File: config.mk
export PLATFORM = sky130hd
export DESIGN_NAME = riscv_mstage_ldu
export DESIGN_NICKNAME = d
export VERILOG_FILES = /design/src/rtl/riscv_mstage_ldu.sv
export SDC_FILE = /design/constraint.sdc
export NUM_CORES = 1
export LEC_CHECK = 0
export CELL_PAD_IN_SITES_DETAIL_PLACEMENT = 1
export CELL_PAD_IN_SITES_GLOBAL_PLACEMENT = 2
export CORE_MARGIN = 2
export CORE_UTILIZATION = 35
export CTS_BUF_LIST = sky130_fd_sc_hd__clkbuf_4
export CTS_CLUSTER_DIAMETER = 30
export DETAILED_ROUTE_END_ITERATION = 8
export GPL_TIMING_DRIVEN = 0
export PLACE_DENSITY_LB_ADDON = 0.1
export REMOVE_ABC_BUFFERS = 1
export SYNTH_ARGS = -nofsm -noshare
export SYNTH_HDL_FRONTEND = slang
export SYNTH_SLANG_ARGS = --single-unit
export TNS_END_PERCENT = 5
File: constraint.sdc
create_clock -name i_riscv_ldu_clk -period 4.1 [get_ports i_riscv_ldu_clk]
set_input_delay 0.82 -clock i_riscv_ldu_clk [delete_from_list [all_inputs] [get_ports i_riscv_ldu_clk]]
set_output_delay 0.82 -clock i_riscv_ldu_clk [all_outputs]
set_load 0.03 [all_outputs]
File: src/rtl/riscv_mstage_ldu.sv
// Memory-stage load unit: load-source select, data-memory handshake with
// timeout, load-data extension and a bank of synchronised, debounced input
// channels with sticky rising-edge event flags.
module riscv_mstage_ldu #(
  parameter int unsigned XLEN   = 64,
  parameter int unsigned NCH    = 8,
  parameter int unsigned CHW    = 8,
  parameter int unsigned DB_CYC = 50000,
  parameter int unsigned TMO    = 255
) (
  input  logic                        i_riscv_ldu_clk,
  input  logic                        i_riscv_ldu_rst,
  input  logic                        i_riscv_ldu_ld_en,
  input  logic [$clog2(NCH+2)-1:0]    i_riscv_ldu_sel,
  input  logic [XLEN-1:0]             i_riscv_ldu_addr,
  input  logic [2:0]                  i_riscv_ldu_memext,
  input  logic [XLEN-1:0]             i_riscv_ldu_dm_rdata,
  input  logic                        i_riscv_ldu_dm_valid,
  input  logic [XLEN-1:0]             i_riscv_ldu_timer_rdata,
  input  logic [NCH*CHW-1:0]          i_riscv_ldu_ch_in,
  output logic                        o_riscv_ldu_dm_req,
  output logic                        o_riscv_ldu_stall,
  output logic [XLEN-1:0]             o_riscv_ldu_memload,
  output logic                        o_riscv_ldu_valid,
  output logic                        o_riscv_ldu_err,
  output logic [NCH-1:0]              o_riscv_ldu_ch_event
);

  localparam int unsigned SW  = $clog2(NCH+2);
  localparam int unsigned TW  = (TMO > 0) ? $clog2(TMO+1) : 1;
  localparam int unsigned DBW = (DB_CYC > 1) ? $clog2(DB_CYC) : 1;

  localparam logic [1:0] IDLE = 2'd0;
  localparam logic [1:0] WAIT = 2'd1;
  localparam logic [1:0] DONE = 2'd2;

  logic [1:0]         state, state_d;
  logic [TW-1:0]      cnt, cnt_d;
  logic               dm_req_d, valid_d, err_d, stall_c;
  logic [XLEN-1:0]    memload_d;
  logic [XLEN-1:0]    shifted, ext, src;
  logic [NCH*CHW-1:0] db_flat;
  logic [NCH-1:0]     ev_clr;

  // Align the addressed bytes to bit 0 and apply the load-type extension.
  always_comb begin
    shifted = i_riscv_ldu_dm_rdata >> {i_riscv_ldu_addr[2:0], 3'b000};
    case (i_riscv_ldu_memext)
      3'b000:  ext = {{(XLEN-8){shifted[7]}},   shifted[7:0]};
      3'b001:  ext = {{(XLEN-16){shifted[15]}}, shifted[15:0]};
      3'b010:  ext = {{(XLEN-32){shifted[31]}}, shifted[31:0]};
      3'b100:  ext = {{(XLEN-8){1'b0}},  shifted[7:0]};
      3'b101:  ext = {{(XLEN-16){1'b0}}, shifted[15:0]};
      3'b110:  ext = {{(XLEN-32){1'b0}}, shifted[31:0]};
      default: ext = shifted;
    endcase
  end

  // Non-memory source mux: timer, debounced channels, zero for unused codes.
  always_comb begin
    src = '0;
    if (i_riscv_ldu_sel == SW'(1)) src = i_riscv_ldu_timer_rdata;
    for (int k = 0; k < NCH; k++) begin
      if (i_riscv_ldu_sel == SW'(k+2)) src = XLEN'(db_flat[k*CHW +: CHW]);
    end
  end

  // Next-state and registered-output decode for the load handshake.
  always_comb begin
    state_d   = state;
    cnt_d     = cnt;
    dm_req_d  = 1'b0;
    valid_d   = 1'b0;
    err_d     = 1'b0;
    memload_d = o_riscv_ldu_memload;
    stall_c   = 1'b0;
    ev_clr    = '0;
    case (state)
      IDLE: begin
        if (i_riscv_ldu_ld_en) begin
          if (i_riscv_ldu_sel == '0) begin
            stall_c  = 1'b1;
            dm_req_d = 1'b1;
            cnt_d    = '0;
            state_d  = WAIT;
          end else begin
            memload_d = src;
            valid_d   = 1'b1;
            for (int k = 0; k < NCH; k++) begin
              ev_clr[k] = (i_riscv_ldu_sel == SW'(k+2));
            end
          end
        end
      end
      WAIT: begin
        stall_c = 1'b1;
        if (i_riscv_ldu_dm_valid) begin
          memload_d = ext;
          valid_d   = 1'b1;
          state_d   = DONE;
        end else if (cnt == TW'(TMO)) begin
          memload_d = '0;
          err_d     = 1'b1;
          valid_d   = 1'b1;
          state_d   = DONE;
        end else begin
          cnt_d = cnt + TW'(1);
        end
      end
      DONE:    state_d = IDLE;
      default: state_d = IDLE;
    endcase
  end

  assign o_riscv_ldu_stall = stall_c;

  // State and registered outputs.
  always_ff @(posedge i_riscv_ldu_clk or negedge i_riscv_ldu_rst) begin
    if (!i_riscv_ldu_rst) begin
      state               <= IDLE;
      cnt                 <= '0;
      o_riscv_ldu_dm_req  <= 1'b0;
      o_riscv_ldu_valid   <= 1'b0;
      o_riscv_ldu_err     <= 1'b0;
      o_riscv_ldu_memload <= '0;
    end else begin
      state               <= state_d;
      cnt                 <= cnt_d;
      o_riscv_ldu_dm_req  <= dm_req_d;
      o_riscv_ldu_valid   <= valid_d;
      o_riscv_ldu_err     <= err_d;
      o_riscv_ldu_memload <= memload_d;
    end
  end

  for (genvar k = 0; k < NCH; k++) begin : g_ch
    logic [CHW-1:0] s1, s2, last, db;
    logic [DBW-1:0] dcnt, eff;
    logic           upd, ev;

    // A change in the synchronised value restarts the stability count.
    assign eff = (s2 != last) ? '0 : dcnt;
    assign upd = (s2 != db) && (eff == DBW'(DB_CYC-1));

    // Synchroniser, debounce counter and sticky event (set beats clear).
    always_ff @(posedge i_riscv_ldu_clk or negedge i_riscv_ldu_rst) begin
      if (!i_riscv_ldu_rst) begin
        s1   <= '0;
        s2   <= '0;
        last <= '0;
        db   <= '0;
        dcnt <= '0;
        ev   <= 1'b0;
      end else begin
        s1   <= i_riscv_ldu_ch_in[k*CHW +: CHW];
        s2   <= s1;
        last <= s2;
        if (s2 != db) begin
          if (upd) begin
            db   <= s2;
            dcnt <= '0;
          end else begin
            dcnt <= eff + DBW'(1);
          end
        end else begin
          dcnt <= '0;
        end
        if (upd && s2[0] && !db[0]) ev <= 1'b1;
        else if (ev_clr[k])         ev <= 1'b0;
      end
    end

    assign db_flat[k*CHW +: CHW] = db;
    assign o_riscv_ldu_ch_event[k] = ev;
  end

endmodule

==> summary.md <==
| Metric | Value |
|---|---|
| Startpoint class of the critical path | input port |
| Uppermost signal routing layer after detailed routing | met5 |
| Worst-case headroom to the max-slew limit | about an eighth |
| Static leakage | approximately 12 nW |
| Y dimension of the die | about 250 µm |
| Slack of the worst reg-to-reg path | 0.49 ns |
| Final hold slack | 0.242 ns |
| Wire length of the first global-routing pass | about 100,000 µm |
| Number of DRC violations after detailed-routing iteration 0 | between 800 and 900 |
| Top-Level Pins | approximately 340 |
| Sequential-to-total area share from yosys stat | roughly 53% |
| Number of enable flip-flop cells after synthesis | 0 |
| Class of the tightest hold or removal check | input port to flop |
| Starting density of the core | 35.5% |
| Core outline area | 0.0618 mm² |
| Synthesis-stage register bit count | roughly 470 |
| Number of antenna violations at the first check in global routing | 15 |
| Area growth from synthesis to final layout | 25.2% |
| Port bufs | roughly 280 |
| Number of buffers inserted during clock tree synthesis | approximately 150 |
| Met3 Wirelength | slightly below 4000 µm |
| Final hold vios | 0 |
| Critical path endpoint category | flop |
| Placer congestion estimate | roughly 0.82 |
| Warnings from Yosys | 0 |
| Met2 wirelength from detailed routing | roughly 32,000 µm |
| Clock tree from TritonCTS | done |
| Crit path DAT | ~4.7 ns |
| Max-slew violation count | 0 |
| Prevailing post-synth register cell | sky130_fd_sc_hd__dfrtp_1 |
| Critical path data required time | roughly 5 ns |
| Overall Power | roughly 11 mW |
| Clock latency on the worst-skew pair | approximately 1.0 ns |
| Unrepaired setup endpoints after global routing | false |
| Worst hold path depth | 1 |
| Clock input transition at the sequential cells of the worst setup and hold paths | roughly 0.06 ns |
| Number of distinct standard cells referenced by the synthesized netlist | 61 |
| Number of sinks handled by clock tree synthesis | 469 |
| Number of global-route vias before repair | approximately 18,000 |
| WL final | 67,700 µm |
| Fin util | between 40% and 50% |
| Number of nets in the layout | roughly 2,600 |
| Number of cells after detailed placement | about 3,000 |
| Final Instance Area | roughly 0.027 mm² |
| Final setup violation count | 0 |
| Worst setup skew after layout | a little under 0.06 ns |
| Largest net degree at the start of global routing | about 110 |
| Ratio of cells with drive above 1 in the final layout | between 10% and 20% |
| DPL Wire Length | between 40,000 and 50,000 µm |
| Dominant cells by area after synthesis | sky130_fd_sc_hd__dfrtp_1 (53%), sky130_fd_sc_hd__xor2_1 (5.7%), sky130_fd_sc_hd__mux2_2 (4.2%) |
| Commonest cells after routing, fill and taps aside | sky130_fd_sc_hd__dfrtp_1 (469), sky130_fd_sc_hd__clkdlybuf4s50_1 (274), sky130_fd_sc_hd__clkbuf_4 (196), sky130_fd_sc_hd__nor2_1 (194), sky130_fd_sc_hd__xor2_1 (143) |
| Fraction of synthesized cell area taken by the top area cell type | a little over half |
| Number of inserted filler cells in the final layout | between 6,000 and 7,000 |
| Maximum VDD drop | ~0.23 mV |
| Maximum clock insertion buffer count | 3 |
| Crit share post-route | 91.9% |
| Routed via count divided by cell count | approximately 5 |
| Total number of H-tree levels | 4 |
| Peak clock frequency supported by timing | 0.265 GHz |
| M1 WL | 29,700 µm |
| Pwr Density | between 300 and 400 mW/mm² |
| Final Instance Count excl. Fillers | ~3,300 |
| Count of cells along the worst register-to-register path | 8 |
| Cell chosen for the clock root | sky130_fd_sc_hd__clkbuf_4 |
| Post-placement cell area | about 0.026 mm² |
| Endpoint of the lowest-slack register-to-register path | g_ch[1].db[1]$_DFFE_PN0P_ |
| Area of the die | between 0.06 and 0.07 mm² |
| WL per Instance | 20.7 µm |
| Vias | 16,604 |
| Number of iterations in the first detailed-routing pass | 6 |
| Site row count | slightly above 90 |
| Worst r2r src | g_ch[1].s2[2]$_DFF_PN0_ |
| Largest driver fanout on the critical path | 39 |
| Min Clock Period, post-route | approximately 3.8 ns |
| Dominant cell type by area after synthesis | sky130_fd_sc_hd__dfrtp_1 |
| Maximum Capacitance Violations | 0 |
| Worst Min Path Start | i_riscv_ldu_ch_in[2] |
| Total global routing overflow | 0 |
| Synth Instances | ~2,000 |
| Type of the worst setup path | input port to flop |
| Mapped cell area | approximately 0.022 mm² |
| Horizontal extent of the die | roughly 250 µm |
| GRT Total Usage | between 20% and 30% |
| Least-Margin Pin Slew | ~1.3 ns |
| Syn avg cell area | between 10 and 15 µm² |
| Commonest non-fill, non-tap cell in the layout | sky130_fd_sc_hd__dfrtp_1 |
| Hold EP | g_ch[0].s1[2]$_DFF_PN0_ |
| Synth async-reset ratio | 100% |
| Post-route antenna net violation count | 0 |
| DRC violations left | 0 |
| Status | completed |
## kinds of logic after synthesis
| family | after synthesis | share of synthesized area, % |
|---|---|---|
| buffers and inverters | 136 | 2.77 |
| flip-flops | 469 | 53.4 |
| adder cells (fa/ha/maj) | 9 | 0.513 |
| AND/OR/NAND/NOR | 689 | 16.9 |
| XOR/XNOR | 239 | 9.53 |
| multiplexers | 147 | 7.74 |
| AO/OA/AOI/OAI | 287 | 9.09 |
## metal layers
layer  up-vias  global-route usage, %
li1       7790                      -
met1      8335                   27.0
met2       333                   33.7
met3       124                   6.26
met4        22                   8.91
met5         -                      0
## registers in the layout, indices dropped and copies added, names as in the netlist
| register | flops |
|---|---|
| g_ch.db | 64 |
| o_riscv_ldu_dm_req | 1 |
| o_riscv_ldu_err | 1 |
| g_ch.last | 64 |
| g_ch.ev | 8 |
| o_riscv_ldu_valid | 1 |
| g_ch.s1 | 64 |
| g_ch.s2 | 64 |
| g_ch.dcnt | 128 |
| state | 2 |
| o_riscv_ldu_memload | 64 |
| cnt | 8 |
## power by group
| part | leakage (nW) | switching (mW) | total [mW] | internal, mW |
|---|---|---|---|---|
| registers | 6.00 | 0.131 | 4.93 | 4.80 |
| clock network | 1.06 | 2.21 | 4.53 | 2.32 |
| logic | 4.53 | 0.712 | 1.26 | 0.548 |
| total | 11.6 | 3.05 | 10.7 | 7.67 |
## how the worst max path moves through the flow
stage | start | to
2_1_floorplan | i_riscv_ldu_sel[3] | o_riscv_ldu_memload[32]$_DFFE_PN0P_
3_3_place_gp | i_riscv_ldu_rst | o_riscv_ldu_memload[36]$_DFFE_PN0P_
3_5_place_dp | i_riscv_ldu_addr[2] | o_riscv_ldu_memload[44]$_DFFE_PN0P_
4_1_cts | state[0]$_DFFE_PN0P_ | o_riscv_ldu_stall
5_1_grt | i_riscv_ldu_memext[1] | o_riscv_ldu_memload[36]$_DFFE_PN0P_
6_report | i_riscv_ldu_addr[2] | o_riscv_ldu_memload[61]$_DFFE_PN0P_
## area by class of cell
class	instances	area [µm²]	share of cell area (%)
timing repair inverter	1	5.00	0.0182
inverter	38	143	0.519
sequential	469	11700	42.7
multi-input combinational	1371	9660	35.1
clock buffer	196	1470	5.35
clock inverter	56	318	1.16
timing repair buffer	294	3080	11.2
antenna	13	32.5	0.118
tap	837	1050	3.81
## repair_timing
action / CTS / global route
setup buffers: 0 / 0
cloned: 1 / 0
resized for setup: 8 / 3
hold buffers: 1 / 0
endpoints found under the hold margin: 81 / 0
setup endpoints to repair: 57 / 1
## synthesized netlist by cell type (31+ instances only)
cell type and number:
sky130_fd_sc_hd__nand2_1 98, sky130_fd_sc_hd__nor4_1 43, sky130_fd_sc_hd__xor2_1 143, sky130_fd_sc_hd__dfrtp_1 469, sky130_fd_sc_hd__and3_1 38, sky130_fd_sc_hd__inv_1 38
sky130_fd_sc_hd__xnor2_1 96, sky130_fd_sc_hd__nand4_1 53, sky130_fd_sc_hd__o21ai_0 44, sky130_fd_sc_hd__a211oi_1 31, sky130_fd_sc_hd__mux2_2 82, sky130_fd_sc_hd__nand3_1 97
sky130_fd_sc_hd__nor2_1 195, sky130_fd_sc_hd__mux2i_1 55, sky130_fd_sc_hd__a21oi_1 97, sky130_fd_sc_hd__clkbuf_1 62
## per-stage QoR
step / setup TNS [ns] / setup WS [ns]
after floorplan: -91.88 / -1.64
after global placement: -9323.69 / -18.94
after detailed placement: -92.23 / -1.96
after CTS: 0 / 0.0350
after global routing: 0 / 0.114
final: 0 / 0.331
## critical path, cell delays in order
cell and delay (ns):
sky130_fd_sc_hd__clkdlybuf4s15_2 0.76, sky130_fd_sc_hd__inv_1 0.63, sky130_fd_sc_hd__mux4_2 0.52, sky130_fd_sc_hd__nor4_4 0.96
sky130_fd_sc_hd__o31ai_4 0.34, sky130_fd_sc_hd__buf_8 0.27, sky130_fd_sc_hd__buf_16 0.16, sky130_fd_sc_hd__o22ai_2 0.16
Note: power is estimated with default switching activity, not from simulation.
